--- src/rtl/fetch_unit.sv ---
// rtl/fetch_unit.sv - instruction prefetch unit with a small in-order buffer and redirect flush
module fetch_unit #(
  parameter int                    ADDR_WIDTH = 8,
  parameter int                    DATA_WIDTH = 32,
  parameter int                    DEPTH      = 2,
  parameter logic [DATA_WIDTH-1:0] RESET_PC   = 32'h0000_0000
) (
  input  logic                  clk,
  input  logic                  rst,
  output logic                  imem_en,
  output logic [ADDR_WIDTH-1:0] imem_addr,
  input  logic [DATA_WIDTH-1:0] imem_rdata,
  output logic [DATA_WIDTH-1:0] instr,
  output logic [DATA_WIDTH-1:0] instr_pc,
  output logic                  instr_valid,
  input  logic                  instr_ready,
  input  logic                  redirect,
  input  logic [DATA_WIDTH-1:0] redirect_pc
);
  localparam int PW = $clog2(DEPTH);
  localparam int CW = $clog2(DEPTH + 1);

  logic [DATA_WIDTH-1:0] fetch_pc;
  logic [DATA_WIDTH-1:0] inflight_pc;
  logic                  inflight;
  logic [DATA_WIDTH-1:0] buf_instr [DEPTH];
  logic [DATA_WIDTH-1:0] buf_pc    [DEPTH];
  logic [PW-1:0]         rd_ptr;
  logic [PW-1:0]         wr_ptr;
  logic [CW-1:0]         count;
  logic                  pop;
  logic [CW:0]           occupancy;

  assign instr_valid = (count != '0);
  assign instr       = buf_instr[rd_ptr];
  assign instr_pc    = buf_pc[rd_ptr];
  assign pop         = instr_valid && instr_ready && !redirect;

  // Counting the in-flight word as occupied guarantees its slot exists when it lands.
  assign occupancy = {1'b0, count} + (CW+1)'(inflight) - (CW+1)'(pop);
  assign imem_en   = rst && !redirect && (occupancy < (CW+1)'(DEPTH));
  assign imem_addr = fetch_pc[ADDR_WIDTH+1:2];

  always_ff @(posedge clk or negedge rst) begin
    if (!rst) begin
      fetch_pc    <= RESET_PC;
      inflight    <= 1'b0;
      inflight_pc <= '0;
      rd_ptr      <= '0;
      wr_ptr      <= '0;
      count       <= '0;
      for (int i = 0; i < DEPTH; i++) begin
        buf_instr[i] <= '0;
        buf_pc[i]    <= '0;
      end
    end else if (redirect) begin
      fetch_pc <= redirect_pc & ~DATA_WIDTH'(3);
      inflight <= 1'b0;
      rd_ptr   <= '0;
      wr_ptr   <= '0;
      count    <= '0;
    end else begin
      if (inflight) begin
        buf_instr[wr_ptr] <= imem_rdata;
        buf_pc[wr_ptr]    <= inflight_pc;
        wr_ptr            <= wr_ptr + PW'(1);
      end
      if (pop) begin
        rd_ptr <= rd_ptr + PW'(1);
      end
      count    <= count + CW'(inflight) - CW'(pop);
      inflight <= imem_en;
      if (imem_en) begin
        fetch_pc    <= fetch_pc + DATA_WIDTH'(4);
        inflight_pc <= fetch_pc;
      end
    end
  end
endmodule

--- config.mk ---
export PLATFORM = sky130hd
export DESIGN_NAME = fetch_unit
export DESIGN_NICKNAME = d
export VERILOG_FILES = /design/src/rtl/fetch_unit.sv
export SDC_FILE = /design/constraint.sdc
export NUM_CORES = 1
export LEC_CHECK = 0
export ABC_AREA = 1
export BUFFER_PORTS_ARGS = -buffer_cell sky130_fd_sc_hd__buf_4
export CORE_ASPECT_RATIO = 1.25
export CORE_UTILIZATION = 25
export DETAILED_ROUTE_END_ITERATION = 8
export PLACE_DENSITY = 0.52
export SETUP_SLACK_MARGIN = 0.15
export SLEW_MARGIN = 20
export SYNTH_ARGS = -nofsm -noshare
export SYNTH_HDL_FRONTEND = slang
export SYNTH_SLANG_ARGS = --single-unit
--- constraint.sdc ---
create_clock -name clk -period 6.5 [get_ports clk]
set_clock_uncertainty 0.05 [all_clocks]
set_input_delay 0.975 -clock clk [delete_from_list [all_inputs] [get_ports clk]]
set_output_delay 0.975 -clock clk [all_outputs]
set_load 0.03 [all_outputs]
==> metrics <==
Starting Density 25.5%; Syn Area/Cell 7.60 sq um; Post-synth ARST share 100%; Final HPWL DP 16.0 mm; clock-pin slew on the worst setup and hold paths 0.07 ns; via count 7,525; H-tree depth 4; FF/Latch Area 4730 sq um; Post-Syn Area 9100 sq um; share of cells above drive strength 1 15.3%; final worst path period need 4.79 ns; Post-Syn Instances 1,198; r2r endpoint fetch_pc[10]$_DFFE_PN0P_; uppermost layer routed met4; crit path DAT 3.77 ns; HP Class reg2reg; clk root buf clkbuf_16; clock sinks 189; cts bufs inserted 17; CTS tree done; Syn-to-layout area delta 21.6%; WL met3 635 microns; die height 215 microns; RSZ-0062 raised after global routing no; Final Max Tran Viols 0; count of state elements after synthesis 189; internal power 3.07 mW; worst hold start buf_instr[35]$_DFFE_PN0P_; crit share post-route 73.8%; Psw 2.17 mW; routed wire length 23.5 mm; Leak Pwr 5.78 nW; cts repair resizes 0; final-report hold violation count 0; first-pass GRT wire length 38.9 mm; Clock power frac 21.3%; largest net degree at the start of global routing 116; crit path cell chain buf_4, nand2_1, nor2_1, ha_1, inv_1, ha_1, inv_1, fa_1, nand2_1, nor2_4, nand2_4, inv_2, buf_4; Die ar. 37,200 sq um; flop2flop setup slack 2.93 ns; initial antenna violation count 0; Residual DRC 0; crit path kind in2out; initial DRC count 517; Final WS setup 1.71 ns; Clk Latency, worst-skew pair 0.43 ns; outcome complete, no violations; endpoint type of the worst setup path output pin; Max-Cap Viols 0; post-DR vias/cell 4.22; Seq pwr share 38.1%; Ys Warns 0; max_slew headroom 42.3%; GRT Total Usage 13.2%; Finished Core Util 31.1%; crit-path max FO 81; Crit-path slowest cell inv_2; Least-Margin Pin Slew 0.866 ns; core box area 35,600 sq um; Final Cell Area 11,100 sq um; IO Port Bufs 137; Hold EP buf_instr[35]$_DFFE_PN0P_; clock buffer depth 2; pwr/cell area 473 nW/um^2; ANT nets after route 0; vias in the first global route 7,415; M1 wire length 11.0 mm; Req. time, crit path 5.47 ns; total grt overflow 0; fill count 3,942; endpoints failing setup 0; post-synthesis cell type count 27; gpl congestion 0.811; number of cell rows 77; peak supply drop 0.000202 V; r2r worst-path depth 16; post-CTS setup buffers 0; DRT Pass-1 Iters 5; setup tns final 0 ns; routed length per placed instance 13.2 microns; Logic pwr share 40.5%; met2 wire length 11.3 mm; crit-path max cell delay 0.57 ns; # nets final 1,369; Startpoint Class input port; most frequent cells in the layout nand2_1, dfrtp_1, buf_4; Antenna Cells 0; Pwr Total 5.24 mW; register area share after synthesis 51.9%; commonest non-fill, non-tap cell in the layout nand2_1; # IOs 142; r2r startpoint count[1]$_DFF_PN0_; Post-synth top flop dfrtp_1; Hold Buf Count CTS 0; Post-DP Area 10,400 sq um; Hold Path Depth 2; Die Span X 173 microns; Switching Share 41.5%; DP Worst Slack 1.72 ns; FMAX 209 MHz; area of the multi-input gates 3530 sq um; EDFF count, synth 0
-- worst max-delay path by stage --
stage                             startpoint       to  slack, ns  cells after the start
final                            instr_ready  imem_en       1.71                     13
after global routing      count[1]$_DFF_PN0_  imem_en       1.49                     14
after CTS                        instr_ready  imem_en       1.71                     13
after detailed placement         instr_ready  imem_en       1.72                     13
after global placement           instr_ready  imem_en       1.72                     13
after floorplan                     redirect  imem_en       2.45                     13
-- critical path, delay by kind of cell --
family | cells | cell delay (ns)
fa+ha+maj | 3 | 0.90
buf+inv | 5 | 1.04
simple gates | 5 | 0.78
-- sequential cells by signal (all words and copies together), names as in the netlist --
name / count
buf_instr: 64
buf_pc: 60
fetch_pc: 30
inflight_pc: 30
count: 2
inflight: 1
rd_ptr: 1
wr_ptr: 1
-- cells by family after synthesis --
logic type                 synth area share [%]
other                                    0.0412
xor gates and xnor gates                  0.192
buffers and inverters                      9.30
adders and majority gates                 0.632
AOI/OAI and AO/OA                          9.62
DFF                                        51.9
and+or+nand+nor                            28.3
-- cell type report --
type                    count  share of cell area, %
inverters                 134                   4.56
repair buffers            144                   9.85
well taps                 474                   5.36
clock buffers              19                   3.91
flip-flops and latches    189                   42.7
multi-input cells         811                   31.9
clock inverters            12                   1.69
-- power by group through the flow --
stage	Sequential [mW]	Clock, mW	Combinational [mW]
2_1_floorplan	1.94	0	1.50
3_3_place_gp	2.01	0	2.14
3_5_place_dp	2.02	0	2.16
4_1_cts	2.00	1.16	2.17
5_1_grt	2.08	1.21	2.39
6_report	2.00	1.12	2.12
-- metal layers --
layer | global-route usage (%) | up-vias
li1 | - | 3880
met1 | 16.6 | 3491
met2 | 22.0 | 127
met3 | 2.44 | 27
met4 | 5.46 | 0
met5 | 0 | -
-- stage by stage --
stage / hold WS, ns / instances
global placement: 0.415 / 1752
CTS: 0.440 / 1783
finish: 0.435 / 1783
detailed placement: 0.423 / 1752
global route: 0.447 / 1783
floorplan: 0.403 / 1199
-- cell usage after synthesis (2+ instances only) --
cell type / count / area (sq um)
nor2_1: 61 / 229
nand2_1: 481 / 1810
nor2_2: 5 / 31.3
nand2_4: 3 / 33.8
xor2_1: 2 / 17.5
inv_2: 2 / 7.51
nand3_1: 64 / 320
buf_6: 5 / 56.3
clkbuf_1: 31 / 116
inv_1: 131 / 492
buf_4: 10 / 75.1
a21oi_1: 14 / 70.1
nand2_2: 5 / 31.3
nor2_4: 7 / 78.8
dfrtp_1: 189 / 4730
buf_2: 18 / 90.1
o21ai_0: 141 / 706
ha_1: 3 / 37.5
o21ai_1: 17 / 85.1
o211ai_1: 2 / 15.0
Note: power is estimated with default switching activity, not from simulation.
